===== src/rtl/uart_frame_pkg.sv =====
// Shared types and constants for the 8N1 UART receiver that packs 16-byte frames.
package uart_frame_pkg;

  typedef enum logic [1:0] {
    ST_IDLE,
    ST_START,
    ST_DATA,
    ST_STOP
  } bit_state_t;

  localparam int FRAME_BYTES      = 16;
  localparam int FRAME_W          = 128;
  localparam int FRAME_CNT_W      = $clog2(FRAME_BYTES);
  localparam int DEF_CLKS_PER_BIT = 868;

endpackage


===== src/rtl/uart_frame_rx_if.sv =====
// Frame output bundle: the receiver drives it (master), the computation master consumes it (slave).
interface uart_frame_rx_if;
  import uart_frame_pkg::*;

  logic [FRAME_W-1:0] rx_data;
  logic               rx_irq;
  logic               frame_err;
  logic               rx_busy;

  modport master (
    output rx_data,
    output rx_irq,
    output frame_err,
    output rx_busy
  );

  modport slave (
    input rx_data,
    input rx_irq,
    input frame_err,
    input rx_busy
  );

endinterface


===== src/rtl/uart_rx_byte.sv =====
// Two-flop synchroniser plus 8N1 bit FSM; byte_vld/byte_err are single-cycle
// strobes asserted in the cycle whose rising edge takes the stop-bit sample.
module uart_rx_byte
  import uart_frame_pkg::*;
#(
  parameter int CLKS_PER_BIT = DEF_CLKS_PER_BIT
) (
  input  logic       clock,
  input  logic       reset,
  input  logic       rx_in,
  output logic [7:0] byte_data,
  output logic       byte_vld,
  output logic       byte_err,
  output logic       bit_busy
);

  localparam int CNT_W = $clog2(CLKS_PER_BIT);
  localparam logic [CNT_W-1:0] HALF_CNT = CNT_W'(CLKS_PER_BIT / 2);
  localparam logic [CNT_W-1:0] LAST_CNT = CNT_W'(CLKS_PER_BIT - 1);

  logic [1:0]       sync_reg;
  logic             rx_s;
  bit_state_t       state_reg, state_next;
  logic [CNT_W-1:0] clk_cnt_reg, clk_cnt_next;
  logic [2:0]       bit_idx_reg, bit_idx_next;
  logic [7:0]       shift_reg, shift_next;

  assign rx_s = sync_reg[1];

  always_ff @(posedge clock) begin
    if (reset) begin
      sync_reg <= 2'b11;
    end else begin
      sync_reg <= {sync_reg[0], rx_in};
    end
  end

  always_ff @(posedge clock) begin
    if (reset) begin
      state_reg   <= ST_IDLE;
      clk_cnt_reg <= '0;
      bit_idx_reg <= '0;
      shift_reg   <= '0;
    end else begin
      state_reg   <= state_next;
      clk_cnt_reg <= clk_cnt_next;
      bit_idx_reg <= bit_idx_next;
      shift_reg   <= shift_next;
    end
  end

  always_comb begin
    state_next   = state_reg;
    clk_cnt_next = clk_cnt_reg;
    bit_idx_next = bit_idx_reg;
    shift_next   = shift_reg;
    byte_vld     = 1'b0;
    byte_err     = 1'b0;

    case (state_reg)
      ST_IDLE: begin
        if (!rx_s) begin
          state_next   = ST_START;
          clk_cnt_next = '0;
        end
      end

      // Mid-bit check of the start bit rejects glitches shorter than half a bit.
      ST_START: begin
        if (clk_cnt_reg == HALF_CNT) begin
          clk_cnt_next = '0;
          if (!rx_s) begin
            state_next   = ST_DATA;
            bit_idx_next = '0;
          end else begin
            state_next = ST_IDLE;
          end
        end else begin
          clk_cnt_next = clk_cnt_reg + CNT_W'(1);
        end
      end

      ST_DATA: begin
        if (clk_cnt_reg == LAST_CNT) begin
          clk_cnt_next = '0;
          shift_next   = {rx_s, shift_reg[7:1]};
          if (bit_idx_reg == 3'd7) begin
            state_next = ST_STOP;
          end else begin
            bit_idx_next = bit_idx_reg + 3'd1;
          end
        end else begin
          clk_cnt_next = clk_cnt_reg + CNT_W'(1);
        end
      end

      // Returning to IDLE on the sample edge lets a start bit that follows
      // immediately be caught without losing any clocks.
      ST_STOP: begin
        if (clk_cnt_reg == LAST_CNT) begin
          clk_cnt_next = '0;
          state_next   = ST_IDLE;
          if (rx_s) begin
            byte_vld = 1'b1;
          end else begin
            byte_err = 1'b1;
          end
        end else begin
          clk_cnt_next = clk_cnt_reg + CNT_W'(1);
        end
      end

      default: begin
        state_next   = ST_IDLE;
        clk_cnt_next = '0;
      end
    endcase
  end

  assign byte_data = shift_reg;
  assign bit_busy  = (state_reg != ST_IDLE);

endmodule


===== src/rtl/uart_frame_rx.sv =====
// Packs 16 UART bytes into a 128-bit word (first byte in the MSBs) and pulses rx_irq.
// Optional inter-byte idle timeout is enabled by defining FRAME_TIMEOUT_EN.
module uart_frame_rx
  import uart_frame_pkg::*;
#(
  parameter int CLKS_PER_BIT = DEF_CLKS_PER_BIT,
  parameter int TIMEOUT_BITS = 32
) (
  input  logic            clock,
  input  logic            reset,
  input  logic            UART_RX,
  uart_frame_rx_if.master frame
);

  localparam logic [FRAME_CNT_W-1:0] LAST_SLOT = FRAME_CNT_W'(FRAME_BYTES - 1);

  logic [7:0]             byte_data;
  logic                   byte_vld;
  logic                   byte_err;
  logic                   bit_busy;
  logic                   timeout_fire;

  logic [FRAME_W-9:0]     shreg_reg;
  logic [FRAME_CNT_W-1:0] cnt_reg;
  logic [FRAME_W-1:0]     rx_data_reg;
  logic                   rx_irq_reg;
  logic                   frame_err_reg;

  uart_rx_byte #(
    .CLKS_PER_BIT(CLKS_PER_BIT)
  ) u_byte (
    .clock    (clock),
    .reset    (reset),
    .rx_in    (UART_RX),
    .byte_data(byte_data),
    .byte_vld (byte_vld),
    .byte_err (byte_err),
    .bit_busy (bit_busy)
  );

`ifdef FRAME_TIMEOUT_EN
  localparam int TO_LIMIT = TIMEOUT_BITS * CLKS_PER_BIT;
  localparam int TO_W     = $clog2(TO_LIMIT + 1);
  localparam logic [TO_W-1:0] TO_LAST = TO_W'(TO_LIMIT - 1);

  logic [TO_W-1:0] idle_cnt_reg;
  logic            idle_run;

  // Any activity on the bit FSM, including a rejected start, restarts the idle count.
  assign idle_run     = !bit_busy && (cnt_reg != '0);
  assign timeout_fire = idle_run && (idle_cnt_reg == TO_LAST);

  always_ff @(posedge clock) begin
    if (reset || !idle_run || timeout_fire) begin
      idle_cnt_reg <= '0;
    end else begin
      idle_cnt_reg <= idle_cnt_reg + TO_W'(1);
    end
  end
`else
  // No idle timer: a partial frame waits indefinitely for its remaining bytes.
  assign timeout_fire = (TIMEOUT_BITS < 0);
`endif

  always_ff @(posedge clock) begin
    if (reset) begin
      shreg_reg     <= '0;
      cnt_reg       <= '0;
      rx_data_reg   <= '0;
      rx_irq_reg    <= 1'b0;
      frame_err_reg <= 1'b0;
    end else begin
      rx_irq_reg    <= 1'b0;
      frame_err_reg <= 1'b0;
      if (byte_vld) begin
        shreg_reg <= {shreg_reg[FRAME_W-17:0], byte_data};
        cnt_reg   <= cnt_reg + FRAME_CNT_W'(1);
        if (cnt_reg == LAST_SLOT) begin
          rx_data_reg <= {shreg_reg, byte_data};
          rx_irq_reg  <= 1'b1;
        end
      end else if (byte_err || timeout_fire) begin
        // Stale shreg bytes are simply overwritten by the next frame.
        cnt_reg       <= '0;
        frame_err_reg <= 1'b1;
      end
    end
  end

  assign frame.rx_data   = rx_data_reg;
  assign frame.rx_irq    = rx_irq_reg;
  assign frame.frame_err = frame_err_reg;
  assign frame.rx_busy   = bit_busy | (cnt_reg != '0);

endmodule


===== src/flat_wrapper.sv =====
// flat-port wrapper written by rule: the top's interface ports become plain ports
module uart_frame_rx_flat import uart_frame_pkg::*;
#(
  parameter int CLKS_PER_BIT = DEF_CLKS_PER_BIT,
  parameter int TIMEOUT_BITS = 32
)
  (clock, reset, UART_RX, frame_rx_data, frame_rx_irq, frame_frame_err, frame_rx_busy);
  uart_frame_rx_if frame_i ();
  input  logic clock;
  input  logic reset;
  input  logic UART_RX;
  output wire logic [$bits(frame_i.rx_data)-1:0] frame_rx_data;
  output wire logic [$bits(frame_i.rx_irq)-1:0] frame_rx_irq;
  output wire logic [$bits(frame_i.frame_err)-1:0] frame_frame_err;
  output wire logic [$bits(frame_i.rx_busy)-1:0] frame_rx_busy;
  assign frame_rx_data = frame_i.rx_data;
  assign frame_rx_irq = frame_i.rx_irq;
  assign frame_frame_err = frame_i.frame_err;
  assign frame_rx_busy = frame_i.rx_busy;
  uart_frame_rx #(.CLKS_PER_BIT(CLKS_PER_BIT), .TIMEOUT_BITS(TIMEOUT_BITS)) u_core (.clock(clock), .reset(reset), .UART_RX(UART_RX), .frame(frame_i));
endmodule

===== config.mk =====
export PLATFORM = sky130hd
export DESIGN_NAME = uart_frame_rx_flat
export DESIGN_NICKNAME = d
export VERILOG_FILES = /design/src/rtl/uart_frame_pkg.sv /design/src/rtl/uart_frame_rx_if.sv /design/src/rtl/uart_rx_byte.sv /design/src/rtl/uart_frame_rx.sv /design/src/flat_wrapper.sv
export SDC_FILE = /design/constraint.sdc
export NUM_CORES = 1
export LEC_CHECK = 0
export CORE_ASPECT_RATIO = 1.75
export CORE_MARGIN = 4
export CORE_UTILIZATION = 49
export DETAILED_ROUTE_END_ITERATION = 8
export GPL_ROUTABILITY_DRIVEN = 1
export PLACE_DENSITY = 0.83
export SYNTH_ARGS = -nofsm -noshare
export SYNTH_HDL_FRONTEND = slang
export SYNTH_SLANG_ARGS = --single-unit

===== constraint.sdc =====
create_clock -name clock -period 1.95 [get_ports clock]
set_input_delay 0.39 -clock clock [delete_from_list [all_inputs] [get_ports clock]]
set_output_delay 0.39 -clock clock [all_outputs]
set_load 0.03 [all_outputs]

# After elaboration in Yosys (flattened, before gate mapping)
# Index checks and enable logic that the tools add are counted.
# totals
register_bits	279
inputBits	3
word_cells	67
# op_classes
n_addsub	3
eq_ne	14
muxes	26
bitwise	2
n_reduce_logical	12
# ops
operator	n
2-to-1 mux 10 bit	3
one-hot mux 10 bit (3 select lines)	1
!= test 2 bit, second input constant	7
2-to-1 mux 2 bit	6
2-to-1 mux 3 bit	4
adder 10 x 1 -> 10 bit, second input constant	1
equality test 10 bit, second input constant	1
equality test 10 x 9 -> 1 bit, second input constant	1
AND reduction 5 bit	2
2-to-1 mux 1 bit	8
2-to-1 mux 4 bit	2
one-hot mux 2 bit (4 select lines)	1
one-hot mux 3 bit (2 select lines)	1
nonzero test 2 bit	3
OR reduction 2 bit	3
adder 4 x 1 -> 4 bit, second input constant	1
equality test 2 bit, second input constant	2
equality test 4 bit, second input constant	1
AND reduction 2 bit	2
nonzero test 4 bit	1
adder 3 x 1 -> 3 bit, second input constant	1
equality test 3 bit, second input constant	1
equality test 2 x 1 -> 1 bit, second input constant	1
zero test 2 bit	1
other kinds (2)	2

# Logic depth before layout (Yosys ltp)
# depth
depth_word	5
depth_mapped	8

# Cells and area by module
# Synthesis repeated with hierarchy kept, for this count alone.
# unflattened
hier_cells	1134
hier_area_um2	10506.3
# by_module_without_submodules
mod	instances	cells_each	area_per_inst_um2
uart_frame_rx	1	974	9137.5
uart_rx_byte	1	160	1368.8

# Least setup slack after synthesis
# Ideal clock, no wire load.
# synth_path
path_kind	register to register
from	reg u_core.u_byte.clk_cnt_reg[1]
to	reg u_core.rx_data_reg[105] (netlist: u_core.frame.rx_data[105])
setup_ps	132
t_arrival_ps	1880
t_required_ps	1818
setup_slack_ps	-62
stages_incl_launch_ff	8
period_less_slack_ps	2012
cell_sequence	dfxtp_1 > ha_1 > nand3_1 > or4_1 > buf_2 > clkbuf_1 > o21ai_0 > a21oi_1
# synth_between
elab_chain_cells	4
# synth_lines
element	line_no	text
from (decl)	uart_rx_byte.sv:24	logic [CNT_W-1:0] clk_cnt_reg, clk_cnt_next;
from (signal assigned)	uart_rx_byte.sv:46	clk_cnt_reg <= clk_cnt_next;
equality test 10 bit	uart_rx_byte.sv:100	if (clk_cnt_reg == LAST_CNT) begin
2-to-1 mux 1 bit	uart_rx_byte.sv:100	
2-to-1 mux 1 bit	uart_rx_byte.sv:60	case (state_reg)
AND reduction 2 bit (no line)	-	
to (signal assigned)	uart_frame_rx.sv:79	rx_data_reg <= {shreg_reg, byte_data};
to (decl)	uart_frame_rx.sv:25	logic [FRAME_W-1:0] rx_data_reg;
# Every way passes these cells.
# A chain may end at the register's enable or synchronous reset.

# Worst setup path after layout
# layout_path
from	reg u_core.u_byte.clk_cnt_reg[6]
to	reg u_core.rx_data_reg[0] (netlist: u_core.frame.rx_data[0])
# The elaborated chain is that of the path after synthesis.

==> impl_metrics.env <==
export IMPL_row_count=68
export IMPL_place_inst=1365
export IMPL_dieArea_um2=22800
export IMPL_synth_top_family_by_area="compound AO/OA/AOI/OAI gates"
export IMPL_synthAdderAreaFrac_pct=0.753
export IMPL_clockBufferDepth=3
export IMPL_clk_latency_ns=0.52
export IMPL_path_clk_slew_ns=0.07
export IMPL_n_fill_cell=1440
export IMPL_synth_mux_area_share_pct=1.32
export IMPL_routabilityCongestion=0.825
export IMPL_synth_xor_area_share_pct=0
export IMPL_cts_sinks=279
export IMPL_crit_path_end_kind="flip-flop"
export IMPL_synthFlopType="dfxtp_1"
export IMPL_cts_root_buf="clkbuf_16"
export IMPL_synthCells=1044
export IMPL_fin_crit_sh_pct=103
export IMPL_ys_seq_elements=279
export IMPL_die_x_um=116
export IMPL_synth_compound_area_share_pct=25.8
export IMPL_slew_violations=0
export IMPL_grt_pass1_wl_um=41900
export IMPL_synthTopCellsByCount="279 x dfxtp_1, 141 x a21oi_1, 136 x nand3_1"
export IMPL_pin_count=134
export IMPL_yosysUniqueCellTypes=44
export IMPL_dp_hpwl_um=16900
export IMPL_layout_drive_gt1_share_pct=17.7
export IMPL_synth_area_leader_cell="dfxtp_1"
export IMPL_finalHoldViolations=0
export IMPL_grt_overflow_total=0
export IMPL_synth_seq_area_share_pct=56.0
export IMPL_status="finished with violations"
export IMPL_ff2ff_path_depth=6
export IMPL_drtIter0Drc=749
export IMPL_die_h_um=197
export IMPL_synth_top_area_share_pct=56.0
export IMPL_yosysWarnings=0
export IMPL_finalWorstSetupSlack_ns=-0.0659
export IMPL_final_nets=1180
export IMPL_fin_crit_ns=2.02
export IMPL_max_freq_mhz=496
export IMPL_wirelength_um=30700
export IMPL_peakVddDrop_mv=0.752
export IMPL_port_buffers=133
export IMPL_grt_max_degree=90
export IMPL_critPathMaxFanout=13
export IMPL_synthArstFlopShare_pct=0
export IMPL_worstPathRequired_ns=2.34
export IMPL_rr_startpoint="u_core.u_byte.clk_cnt_reg[6]"
export IMPL_setup_viol=42
export IMPL_dp_slack_ns=-0.0760
export IMPL_worstSetupPathType="flip-flop to flip-flop"
export IMPL_viasPerCell=6.26
export IMPL_drc=0
export IMPL_numCtsBuffers=24
export IMPL_synth_fp_nets=1053
export IMPL_holdBufCountCts=0
export IMPL_worstMarginPinSlew_ns=0.408
export IMPL_synth_edff_count=0
export IMPL_yosys_area_share_simple_pct=11.3
export IMPL_diodes=0
export IMPL_cts_tree="yes"
export IMPL_largest_reg_flops=128
export IMPL_worstHoldStart="u_core.u_byte.sync_reg[0]"
export IMPL_grt_total_usage_pct=22.3
export IMPL_arrival_ns=2.40
export IMPL_hp_class="flip-flop to flip-flop"
export IMPL_cp_start_kind="flip-flop"
export IMPL_num_vias=8963
export IMPL_htreeDepth=1
export IMPL_area_growth_pct=36.3
export IMPL_r2r_end="u_core.frame.rx_data[0]"
export IMPL_syn_area_um2=9970
export IMPL_max_slew_margin_rel_pct=72.8
export IMPL_timing_reg2reg_setup_slack_ns=-0.07
export IMPL_ys_top_cells_by_area="dfxtp_1 56%, a22o_1 11%, a21oi_1 7.1%"
export IMPL_rsz0062_at_grt="true"
export IMPL_wire_per_inst_um=21.4
export IMPL_coreArea_um2=19900
export IMPL_holdPathStages=1
export IMPL_yosys_cell_count_top_type="dfxtp_1"
export IMPL_fin_cells=1432
export IMPL_ant_nets=0
export IMPL_leakage_uw=0.00599
export IMPL_cap_violations=0
export IMPL_syn_area_per_cell_um2=9.55
export IMPL_finClkSkew_ns=0.00733
export IMPL_worst_hold_path_endpoint="u_core.u_byte.sync_reg[1]"
export IMPL_power_density_nw_per_um2=790
export IMPL_grt_pass1_vias=8219
export IMPL_antenna_found_initial=0
export IMPL_violations="negative setup slack"
export IMPL_initial_core_util_pct=50.1
export IMPL_dr_pass1_iters=5
-- cell usage in the layout, fill, tap and decap left out, types with 5 or more instances in the layout --
cell	n
dfxtp_1	276
a21oi_1	122
nand3_1	133
buf_6	6
o21ai_4	11
clkbuf_16	34
dlymetal6s2s_1	59
clkdlybuf4s50_1	32
clkbuf_1	6
o21ai_2	37
inv_1	8
nand2_1	14
buf_4	36
dlygate4sd2_1	40
a21oi_2	19
nor3_1	6
mux2i_1	11
nand2b_1	5
buf_12	15
o21ai_0	31
o21ai_1	54
nor2b_1	5
a22o_1	120
nor2_1	20
-- layer usage --
layer  global-route usage (%)  share of wire [%]  vias up
met3                     2.89                5.6      101
met2                     38.9                 53      400
met1                     26.5                 37     4350
li1                         -                  -     4112
met5                        0                  0        -
met4                     11.3                5.0        0
-- through the flow --
stage	hold slack (ns)	TNS (ns)	instance area [um^2]	utilization (%)	power [uW]
3_5_place_dp	0.397	-0.690	11800	59.2	6060
2_1_floorplan	0.389	0	9980	-	5980
3_3_place_gp	0.392	-0.00995	11800	59.2	6050
4_1_cts	0.411	-0.353	12600	63.1	10700
5_1_grt	0.425	-1.33	13600	68.2	11000
6_report	0.411	-0.909	13600	68.2	10700
-- kinds of logic after synthesis --
| logic type | count (synthesis) |
|---|---|
| AOI/OAI and AO/OA | 413 |
| adders and majority gates | 6 |
| buffers and inverters | 116 |
| DFF | 279 |
| muxes | 13 |
| and+or+nand+nor | 217 |
-- repair_timing --
item                                    CTS  global route
endpoints found under the setup margin   89           297
cloned                                    1            20
buffers inserted                          0             4
resized for setup                        66           237
pin swaps                                 6            14
-- area by class of cell --
class | count | area, um^2 | share of cell area (%)
Timing Repair Buffer | 205 | 2420 | 17.8
Multi-Input combinational cell | 652 | 4450 | 32.8
Tap cell | 245 | 307 | 2.26
Inverter | 9 | 36.3 | 0.267
Clock buffer | 33 | 664 | 4.89
Clock inverter | 9 | 113 | 0.829
Sequential cell | 279 | 5590 | 41.2
-- how the worst max path moves through the flow --
stage	to	cells past startpoint	startpoint
floorplan	u_core.u_byte.clk_cnt_reg[4]	7	u_core.u_byte.clk_cnt_reg[0]
global placement	u_core.u_byte.state_reg[0]	7	u_core.u_byte.clk_cnt_reg[0]
detailed placement	u_core.u_byte.clk_cnt_reg[9]	7	u_core.u_byte.clk_cnt_reg[0]
CTS	frame_rx_busy	3	u_core.cnt_reg[3]
global route	u_core.u_byte.bit_idx_reg[1]	7	u_core.u_byte.clk_cnt_reg[0]
finish	u_core.frame.rx_data[0]	6	u_core.u_byte.clk_cnt_reg[6]
-- where the power goes --
| part | internal, uW | leakage (uW) | switching, uW |
|---|---|---|---|
| registers | 5700 | 0.00225 | 13.2 |
| logic | 74.4 | 0.00336 | 171 |
| clock network | 2670 | 0.000380 | 2100 |
| total | 8440 | 0.00599 | 2280 |
-- critical path, cell delays in order (launching register included) --
cell and delay [ns]:
dfxtp_1 0.43, buf_4 0.17, nand3_4 0.12, or4_4 0.66, buf_12 0.20, o21ai_0 0.18
a21oi_1 0.11
No activity file was read; power rests on OpenSTA's default activity.
